## src/rtl/axil_pkg.sv

```systemverilog
// Shared definitions for the AXI4-Lite command master: response code and FSM encoding.
package axil_pkg;

  // AXI response code for a successful transfer; every other value counts as an error.
  localparam int unsigned RESP_OKAY = 0;

  // Transaction sequencer states.
  typedef enum logic [2:0] {
    ST_IDLE = 3'd0,  // waiting for a queued command
    ST_WR   = 3'd1,  // AW and/or W still being offered
    ST_WR_B = 3'd2,  // waiting for the write response
    ST_RD   = 3'd3,  // AR being offered
    ST_RD_R = 3'd4,  // waiting for read data
    ST_RSP  = 3'd5   // result presented on the response stream
  } state_e;

endpackage

```

## src/rtl/axil_cmd_fifo.sv

```systemverilog
// Two-entry command queue in front of the AXI sequencer.
// push_ready_o comes straight from a flop, so a push offered while the queue is
// full is refused even if an entry leaves in that same cycle.
module axil_cmd_fifo #(
  parameter int WIDTH = 45
) (
  input  logic             clk,
  input  logic             rst_n,
  input  logic             push_valid_i,
  output logic             push_ready_o,
  input  logic [WIDTH-1:0] push_data_i,
  input  logic             pop_i,
  output logic             not_empty_o,
  output logic [WIDTH-1:0] pop_data_o
);

  logic [WIDTH-1:0] mem_q [2];
  logic             wr_ptr_q;
  logic             rd_ptr_q;
  logic [1:0]       cnt_q;
  logic [1:0]       cnt_d;
  logic             ready_q;
  logic             push;
  logic             pop;

  assign push         = push_valid_i & ready_q;
  assign pop          = pop_i & (cnt_q != 2'd0);
  assign not_empty_o  = (cnt_q != 2'd0);
  assign push_ready_o = ready_q;
  assign pop_data_o   = mem_q[rd_ptr_q];

  // Occupancy after this cycle's push and pop.
  always_comb begin
    cnt_d = cnt_q;
    if (push && !pop) begin
      cnt_d = cnt_q + 2'd1;
    end else if (!push && pop) begin
      cnt_d = cnt_q - 2'd1;
    end
  end

  // Pointers, occupancy and the registered ready flag.
  always_ff @(posedge clk or negedge rst_n) begin
    if (!rst_n) begin
      wr_ptr_q <= 1'b0;
      rd_ptr_q <= 1'b0;
      cnt_q    <= 2'd0;
      ready_q  <= 1'b0;
    end else begin
      if (push) wr_ptr_q <= ~wr_ptr_q;
      if (pop)  rd_ptr_q <= ~rd_ptr_q;
      cnt_q   <= cnt_d;
      ready_q <= (cnt_d != 2'd2);
    end
  end

  // Entry storage; contents are only meaningful while counted as occupied.
  always_ff @(posedge clk) begin
    if (push) mem_q[wr_ptr_q] <= push_data_i;
  end

endmodule

```

## src/rtl/axil_cmd_master.sv

```systemverilog
// AXI4-Lite master: turns queued commands into single AXI-Lite reads or writes,
// one outstanding at a time, and reports each result on a response stream.
//
// Handshakes: every channel transfers on a rising edge where valid and ready are
// both high. A valid, once raised, stays high with its payload unchanged until
// that edge; ready may rise and fall freely. Outputs here only react to the
// handshake on the following cycle.
module axil_cmd_master import axil_pkg::*; #(
  parameter int DATA_WIDTH = 32,
  parameter int ADDR_WIDTH = 8,
  parameter int RESP_WIDTH = 3,
  parameter int CNT_WIDTH  = 16
) (
  input  logic                    s3_axi_aclk,
  input  logic                    s3_axi_aresetn,
  input  logic                    cmd_valid,
  output logic                    cmd_ready,
  input  logic                    cmd_write,
  input  logic [ADDR_WIDTH-1:0]   cmd_addr,
  input  logic [DATA_WIDTH-1:0]   cmd_wdata,
  input  logic [DATA_WIDTH/8-1:0] cmd_wstrb,
  output logic                    rsp_valid,
  input  logic                    rsp_ready,
  output logic                    rsp_write,
  output logic [DATA_WIDTH-1:0]   rsp_rdata,
  output logic [RESP_WIDTH-1:0]   rsp_resp,
  output logic [ADDR_WIDTH-1:0]   m3_axi_awaddr,
  output logic                    m3_axi_awvalid,
  input  logic                    m3_axi_awready,
  output logic [DATA_WIDTH-1:0]   m3_axi_wdata,
  output logic [DATA_WIDTH/8-1:0] m3_axi_wstrb,
  output logic                    m3_axi_wvalid,
  input  logic                    m3_axi_wready,
  input  logic [RESP_WIDTH-1:0]   m3_axi_bresp,
  input  logic                    m3_axi_bvalid,
  output logic                    m3_axi_bready,
  output logic [ADDR_WIDTH-1:0]   m3_axi_araddr,
  output logic                    m3_axi_arvalid,
  input  logic                    m3_axi_arready,
  input  logic [DATA_WIDTH-1:0]   m3_axi_rdata,
  input  logic [RESP_WIDTH-1:0]   m3_axi_rresp,
  input  logic                    m3_axi_rvalid,
  output logic                    m3_axi_rready,
  output logic [CNT_WIDTH-1:0]    wr_done_cnt,
  output logic [CNT_WIDTH-1:0]    rd_done_cnt,
  output logic [CNT_WIDTH-1:0]    err_cnt,
  output logic [2:0]              dbg_state
);

  localparam int STRB_WIDTH = DATA_WIDTH / 8;
  localparam int FIFO_WIDTH = 1 + ADDR_WIDTH + DATA_WIDTH + STRB_WIDTH;

  // Queue interface
  logic                  fifo_pop;
  logic                  fifo_not_empty;
  logic [FIFO_WIDTH-1:0] fifo_dout;
  logic                  f_write;
  logic [ADDR_WIDTH-1:0] f_addr;
  logic [DATA_WIDTH-1:0] f_wdata;
  logic [STRB_WIDTH-1:0] f_wstrb;

  // Registered state and outputs
  state_e                state_q, state_d;
  logic                  awvalid_q, awvalid_d;
  logic                  wvalid_q, wvalid_d;
  logic                  bready_q, bready_d;
  logic                  arvalid_q, arvalid_d;
  logic                  rready_q, rready_d;
  logic [ADDR_WIDTH-1:0] addr_q, addr_d;
  logic [DATA_WIDTH-1:0] wdata_q, wdata_d;
  logic [STRB_WIDTH-1:0] wstrb_q, wstrb_d;
  logic                  rsp_valid_q, rsp_valid_d;
  logic                  rsp_write_q, rsp_write_d;
  logic [DATA_WIDTH-1:0] rsp_rdata_q, rsp_rdata_d;
  logic [RESP_WIDTH-1:0] rsp_resp_q, rsp_resp_d;
  logic [CNT_WIDTH-1:0]  wr_cnt_q, wr_cnt_d;
  logic [CNT_WIDTH-1:0]  rd_cnt_q, rd_cnt_d;
  logic [CNT_WIDTH-1:0]  err_cnt_q, err_cnt_d;
  logic                  aw_fin;
  logic                  w_fin;

  axil_cmd_fifo #(
    .WIDTH(FIFO_WIDTH)
  ) u_fifo (
    .clk         (s3_axi_aclk),
    .rst_n       (s3_axi_aresetn),
    .push_valid_i(cmd_valid),
    .push_ready_o(cmd_ready),
    .push_data_i ({cmd_write, cmd_addr, cmd_wdata, cmd_wstrb}),
    .pop_i       (fifo_pop),
    .not_empty_o (fifo_not_empty),
    .pop_data_o  (fifo_dout)
  );

  assign {f_write, f_addr, f_wdata, f_wstrb} = fifo_dout;

  // Sequencer next state: launch, track AW/W completion, capture responses, count results.
  always_comb begin
    state_d     = state_q;
    awvalid_d   = awvalid_q;
    wvalid_d    = wvalid_q;
    bready_d    = bready_q;
    arvalid_d   = arvalid_q;
    rready_d    = rready_q;
    addr_d      = addr_q;
    wdata_d     = wdata_q;
    wstrb_d     = wstrb_q;
    rsp_valid_d = rsp_valid_q;
    rsp_write_d = rsp_write_q;
    rsp_rdata_d = rsp_rdata_q;
    rsp_resp_d  = rsp_resp_q;
    wr_cnt_d    = wr_cnt_q;
    rd_cnt_d    = rd_cnt_q;
    err_cnt_d   = err_cnt_q;
    fifo_pop    = 1'b0;
    aw_fin      = !awvalid_q || m3_axi_awready;
    w_fin       = !wvalid_q || m3_axi_wready;

    case (state_q)
      ST_IDLE: begin
        if (fifo_not_empty) begin
          fifo_pop = 1'b1;
          addr_d   = f_addr;
          wdata_d  = f_wdata;
          wstrb_d  = f_wstrb;
          if (f_write) begin
            awvalid_d = 1'b1;
            wvalid_d  = 1'b1;
            state_d   = ST_WR;
          end else begin
            arvalid_d = 1'b1;
            state_d   = ST_RD;
          end
        end
      end
      ST_WR: begin
        // AW and W retire independently; the response phase starts once both have.
        if (awvalid_q && m3_axi_awready) awvalid_d = 1'b0;
        if (wvalid_q && m3_axi_wready)   wvalid_d  = 1'b0;
        if (aw_fin && w_fin) begin
          bready_d = 1'b1;
          state_d  = ST_WR_B;
        end
      end
      ST_WR_B: begin
        if (m3_axi_bvalid) begin
          bready_d    = 1'b0;
          rsp_valid_d = 1'b1;
          rsp_write_d = 1'b1;
          rsp_rdata_d = '0;
          rsp_resp_d  = m3_axi_bresp;
          state_d     = ST_RSP;
        end
      end
      ST_RD: begin
        if (m3_axi_arready) begin
          arvalid_d = 1'b0;
          rready_d  = 1'b1;
          state_d   = ST_RD_R;
        end
      end
      ST_RD_R: begin
        if (m3_axi_rvalid) begin
          rready_d    = 1'b0;
          rsp_valid_d = 1'b1;
          rsp_write_d = 1'b0;
          rsp_rdata_d = m3_axi_rdata;
          rsp_resp_d  = m3_axi_rresp;
          state_d     = ST_RSP;
        end
      end
      ST_RSP: begin
        if (rsp_ready) begin
          rsp_valid_d = 1'b0;
          if (rsp_write_q) wr_cnt_d = wr_cnt_q + CNT_WIDTH'(1);
          else             rd_cnt_d = rd_cnt_q + CNT_WIDTH'(1);
          if ((rsp_resp_q != RESP_WIDTH'(RESP_OKAY)) && (err_cnt_q != '1)) begin
            err_cnt_d = err_cnt_q + CNT_WIDTH'(1);
          end
          state_d = ST_IDLE;
        end
      end
      default: state_d = ST_IDLE;
    endcase
  end

  // State and output registers; reset abandons any transaction in flight.
  always_ff @(posedge s3_axi_aclk or negedge s3_axi_aresetn) begin
    if (!s3_axi_aresetn) begin
      state_q     <= ST_IDLE;
      awvalid_q   <= 1'b0;
      wvalid_q    <= 1'b0;
      bready_q    <= 1'b0;
      arvalid_q   <= 1'b0;
      rready_q    <= 1'b0;
      addr_q      <= '0;
      wdata_q     <= '0;
      wstrb_q     <= '0;
      rsp_valid_q <= 1'b0;
      rsp_write_q <= 1'b0;
      rsp_rdata_q <= '0;
      rsp_resp_q  <= '0;
      wr_cnt_q    <= '0;
      rd_cnt_q    <= '0;
      err_cnt_q   <= '0;
    end else begin
      state_q     <= state_d;
      awvalid_q   <= awvalid_d;
      wvalid_q    <= wvalid_d;
      bready_q    <= bready_d;
      arvalid_q   <= arvalid_d;
      rready_q    <= rready_d;
      addr_q      <= addr_d;
      wdata_q     <= wdata_d;
      wstrb_q     <= wstrb_d;
      rsp_valid_q <= rsp_valid_d;
      rsp_write_q <= rsp_write_d;
      rsp_rdata_q <= rsp_rdata_d;
      rsp_resp_q  <= rsp_resp_d;
      wr_cnt_q    <= wr_cnt_d;
      rd_cnt_q    <= rd_cnt_d;
      err_cnt_q   <= err_cnt_d;
    end
  end

  assign m3_axi_awaddr  = addr_q;
  assign m3_axi_awvalid = awvalid_q;
  assign m3_axi_wdata   = wdata_q;
  assign m3_axi_wstrb   = wstrb_q;
  assign m3_axi_wvalid  = wvalid_q;
  assign m3_axi_bready  = bready_q;
  assign m3_axi_araddr  = addr_q;
  assign m3_axi_arvalid = arvalid_q;
  assign m3_axi_rready  = rready_q;
  assign rsp_valid      = rsp_valid_q;
  assign rsp_write      = rsp_write_q;
  assign rsp_rdata      = rsp_rdata_q;
  assign rsp_resp       = rsp_resp_q;
  assign wr_done_cnt    = wr_cnt_q;
  assign rd_done_cnt    = rd_cnt_q;
  assign err_cnt        = err_cnt_q;
  assign dbg_state      = state_q;

endmodule

```

## config.mk

```make
export PLATFORM = sky130hd
export DESIGN_NAME = axil_cmd_master
export DESIGN_NICKNAME = d
export VERILOG_FILES = /design/src/rtl/axil_pkg.sv /design/src/rtl/axil_cmd_fifo.sv /design/src/rtl/axil_cmd_master.sv
export SDC_FILE = /design/constraint.sdc
export NUM_CORES = 1
export LEC_CHECK = 0
export ABC_AREA = 1
export CAP_MARGIN = 20
export CORE_UTILIZATION = 55
export CTS_BUF_LIST = sky130_fd_sc_hd__clkbuf_4 sky130_fd_sc_hd__clkbuf_8
export DETAILED_ROUTE_END_ITERATION = 16
export PLACE_DENSITY = 0.9
export SLEW_MARGIN = 15
export SYNTH_ARGS = -nofsm -noshare
export SYNTH_HDL_FRONTEND = slang
export SYNTH_SLANG_ARGS = --single-unit
```

## constraint.sdc

```tcl
create_clock -name s3_axi_aclk -period 5.04 [get_ports s3_axi_aclk]
set_input_delay 1.512 -clock s3_axi_aclk [delete_from_list [all_inputs] [get_ports s3_axi_aclk]]
set_output_delay 1.512 -clock s3_axi_aclk [all_outputs]
set_load 0.01 [all_outputs]
```

[After elaboration in Yosys (flattened, before gate mapping)]
Memory sizes are Yosys's and may differ from the RTL's.
Cells that the tools add are included.
Operators by class
  $add $sub $neg: 5
  equality and inequality tests: 17
  multiplexer cells: 41
  bitwise logic cells: 5
  reductions and logical operators: 33
Operators by type and width (count)
  $mux W32: 2
  $pmux W32 S2: 1
  $add A16 B1 Y16 const B: 3
  $mux W3: 8
  $ne A2 B2 Y1 const B: 11
  $mux W1: 18
  $pmux W3 S6: 1
  $reduce_and A3 Y1: 6
  $ne A16 B16 Y1 const B: 1
  $reduce_and A4 Y1: 4
  $pmux W1 S2: 6
  $reduce_bool A2 Y1: 6
  $eq A3 B2 Y1 const B: 2
  $eq A3 B3 Y1 const B: 2
  $logic_and A1 B1 Y1: 6
  $mux W2: 3
  $pmux W3 S2: 1
  $reduce_and A6 Y1: 1
  $reduce_bool A3 Y1: 2
  $logic_not A1 Y1: 4
  $eq A3 B1 Y1 const B: 1
  $logic_not A3 Y1: 1
  $not A1 Y1: 3
  $pmux W1 S3: 1
  other kinds (5): 7
Storage, ports and cells
  flip-flop bits (word level): 142
  bits in writable memories: 90
  bits of input ports: 92
  logic and storage cells: 122
  memories: 1
Memories
  u_fifo.mem_q: depth 2, bits a word 45, rd ports 1, clocked after Yosys merged registers in 0, wr ports 1, line axil_cmd_fifo.sv:17  | logic [WIDTH-1:0] mem_q [2];

[Logic depth before layout (Yosys ltp)]
  depth in word-level cells: 8
  depth in mapped cells: 10
  gate-level depth less buffers: 9

[Hierarchy]
A second synthesis with hierarchy kept.
Unflattened totals
  cell total of the unflattened synthesis: 956
  area, all modules: 10078.4 um^2
By module, submodules not included
  axil_cmd_master: times used 1, cells an instance 690, area each 6518.8 um^2, seq. area each 3428.3 um^2
  axil_cmd_fifo: times used 1, cells an instance 266, area each 3559.7 um^2, seq. area each 2827.7 um^2

[Worst setup path after synthesis]
Ideal clock, no wire load.
  path type: input to register
  start point: input port cmd_valid
  end point: memory u_fifo.mem_q[0][0], enable pin
  setup time: 448 ps
  arrival: 3530 ps
  setup slack: 1063 ps
  stages on the path: 2
  cells stage by stage: nand2_1 > nor2_1
Between the ends
  cells in the longest elaborated chain, start to end: 3
Ends and longest elaborated chain
  from (decl): line axil_cmd_master.sv:16  | input logic cmd_valid,
  $and A1 B1 Y1: line axil_cmd_fifo.sv:26  | assign push = push_valid_i & ready_q;
  $mux W1: line axil_cmd_fifo.sv:59  | if (push) mem_q[wr_ptr_q] <= push_data_i;
  $mux W1 (not written as such): line axil_cmd_fifo.sv:59
  to (decl): line axil_cmd_fifo.sv:17
No other way between the ends.

[Worst setup path after layout]
  start point: register state_q[0], in the netlist dbg_state[0]
  end point: output port dbg_state[0]
RTL lines
  from (decl): line axil_cmd_master.sv:63  | state_e state_q, state_d;
  from (signal assigned): line axil_cmd_master.sv:207  | state_q <= state_d;
  to (decl): line axil_cmd_master.sv:47  | output logic [2:0] dbg_state
No word-level cell between the ends.

==> impl_metrics.py <==
metrics = {
    "status": {
        "run_status": "complete, no violations",
    },
    "timing": {
        "clock_skew_ns": 0.0234,
        "fmax_mhz": 305,
        "tns_ns": 0,
        "relSlewSlack_pct": 35.4,
        "grt_setup_unrepaired": "no",
        "hold_violations": 0,
        "finalHoldWorstSlack_ns": 0.484,
        "fin_crit_ns": 3.28,
        "timing.final.crit_share_pct": 65.1,
        "maxSlewViolCount": 0,
        "worst_pin_slew_ns": 0.969,
        "finalSetupViolCount": 0,
    },
    "synthesis": {
        "synthFlopType": "dfrtp_1",
        "yosysTopAreaCell": "dfrtp_1",
        "synth_top_cell_area_share_pct": 36.1,
        "synth_fp_nets": 1075,
        "yosys.cell_types.count": 37,
        "avgSynthCellArea_um2": 10.0,
        "syn_inst": 979,
        "ys_seq_elements": 232,
        "yosysSeqAreaShare_pct": 63.6,
        "synth_edf_count": 90,
        "syn_area_um2": 9830,
        "yosys_warnings": 0,
        "synth-async-reset-ratio_pct": 61.2,
        "netlist_top_cells_area": "dfrtp_1, edfxtp_1, nand2_1",
    },
    "setup_path": {
        "max_stage_delay_ns": 0.67,
        "critical_path_class": "reg -> out",
        "cp_cell_sequence": "clkdlybuf4s50_1",
        "critPathBufInv": 1,
        "crit_family": "buffers and inverters",
        "critPathLaunchType": "register",
        "endpoint_kind": "output pin",
        "cp_max_fo": 8,
        "arrival_ns": 1.77,
        "slowest_stage": "clkdlybuf4s50_1",
        "required_ns": 3.53,
    },
    "power": {
        "power_switching_mw": 2.64,
        "p_comb_share_pct": 36.5,
        "clockPowerShare_pct": 23.0,
        "switching_share_pct": 35.6,
        "vdd_drop_max_mv": 0.418,
        "p_per_area_nw_per_um2": 566,
        "p_seq_share_pct": 40.5,
        "internal_power_mw": 4.79,
        "p_leak_nw": 5.60,
        "power_mw": 7.43,
    },
    "die": {
        "coreArea_um2": 17400,
        "ioPinCount": 238,
        "dieArea_um2": 18400,
        "fp.dieW_um": 136,
        "start_util_pct": 56.6,
        "fp.dieH_um": 136,
        "rows": 48,
    },
    "global_routing": {
        "grt_max_degree": 108,
        "grt_pass1_wl_um": 38100,
        "antenna_found_initial": 0,
        "grt-busiest-layer": "met2",
        "grt_pass1_vias": 7805,
        "use_met1_pct": 31.3,
        "grt_overflow": 0,
        "use_met3_pct": 8.90,
        "met2_usage_pct": 46.1,
        "grt_usage_pct": 26.8,
    },
    "clock_network": {
        "cts_max_level": 2,
        "post-cts-setup-buffer-count": 0,
        "cts_tree": "built",
        "root_buffer": "clkbuf_8",
        "worstSkewPairLatency_ns": 0.54,
        "cts_buffer_depth": 3,
        "clkTransAtPathRegs_ns": 0.06,
        "numCtsBuffers": 38,
        "ctsHoldBuffers": 0,
        "clkSinkCount": 232,
        "cts_resized": 0,
    },
    "drt": {
        "drc_errors": 0,
        "via_per_inst": 5.34,
        "final_antenna_net_count": 0,
        "vias": 7888,
        "avgRoutedWirePerCell_um": 16.2,
        "first_pass_iters": 5,
        "wl_um": 24000,
        "dr.first_iter.drc_count": 564,
    },
    "layout": {
        "nets": 1321,
        "drive_gt1_share_pct": 8.95,
        "fin_cells": 1477,
        "design_area_um2": 13100,
        "final_cell_mix": "nand2_1, clkdlybuf4s50_1, nor2_1",
        "syn2layout_area_growth_pct": 33.5,
        "final_common_cell": "nand2_1",
        "diodes": 0,
    },
    "placed_design": {
        "io_buffers": 237,
        "placed_area_um2": 12300,
        "hpwl_um": 16000,
        "place_congestion": 0.854,
        "dp.cells": 1409,
    },
    "flow_run": {
        "cap_viol_max_count": 0,
    },
    "hold_path": {
        "hold_path_class": "reg -> reg",
    },
}
-- flip-flops by register name, indices dropped and copies added, names as in the netlist, 2 cells and up --
name and cells:
rsp_resp 3, err_cnt 16, m3_axi_wdata 32, rd_done_cnt 16, dbg_state 3, rsp_rdata 32, m3_axi_wstrb 4, u_fifo.mem_q 90
wr_done_cnt 16, m3_axi_araddr 8, u_fifo.cnt_q 2
-- per-layer routing --
layer | wire, um | share of wire, %
met3 | 2400 | 10
met4 | 547 | 2.3
met5 | 0 | 0
met2 | 12100 | 50
met1 | 8970 | 37
-- area by class of cell --
cell class	instances	area (um2)
Clock buffer	61	777
Clock inverter	6	37.5
Fill cell	1126	4230
Inverter	66	248
Multi-Input combinational cell	640	3050
Sequential cell	232	6260
Tap cell	225	282
Timing Repair Buffer	247	2470
-- kinds of logic (layout without fill, tap and decap cells) --
kind of cell,after synthesis,in the layout,synth area share [%]
AND/OR/NAND/NOR,515,515,21.5
flip-flops,232,232,63.6
buffers and inverters,107,380,5.46
AO/OA/AOI/OAI,95,95,6.57
XOR/XNOR,26,26,2.32
adder cells (fa/ha/maj),4,4,0.509
-- cell usage after synthesis, types with 12 or more instances --
master and instances:
xor2_1 13, inv_1 59, o21ai_1 12, o21ai_0 18, nand3_1 44, nor2_1 145
edfxtp_1 90, o31ai_1 44, buf_2 13, o21ai_2 13, nand2_1 295, xnor2_1 13
dfrtp_1 142
-- worst paths after layout --
path                                   end  cells after the start  slack, ns      startpoint
setup / recovery              dbg_state[0]                      1       1.76    dbg_state[0]
hold / removal                rsp_rdata[3]                      2       0.48    rsp_rdata[3]
setup reg to reg             rsp_rdata[14]                      8       2.71    dbg_state[0]
hold reg to reg               rsp_rdata[3]                      2       0.48    rsp_rdata[3]
max in group asynchronous  u_fifo.rd_ptr_q                      2       3.02  s3_axi_aresetn
min in group asynchronous  rd_done_cnt[11]                      1       1.10  s3_axi_aresetn
-- power by group through the flow --
stage | clock (mW) | combinational, mW | sequential, mW
floorplan | 0 | 1.40 | 3.06
global placement | 0 | 2.55 | 3.00
detailed placement | 0 | 2.67 | 3.01
CTS | 1.74 | 2.69 | 3.00
global route | 1.84 | 2.98 | 3.07
finish | 1.71 | 2.71 | 3.01
-- per-stage QoR --
| step | worst slack [ns] | util, % |
|---|---|---|
| detailed placement | 1.27 | 70.8 |
| global route | 1.71 | 75.6 |
| finish | 1.76 | 75.6 |
| floorplan | 1.06 | - |
| global placement | 1.30 | 70.8 |
| CTS | 1.76 | 75.5 |
No activity file was read; power rests on OpenSTA's default activity.
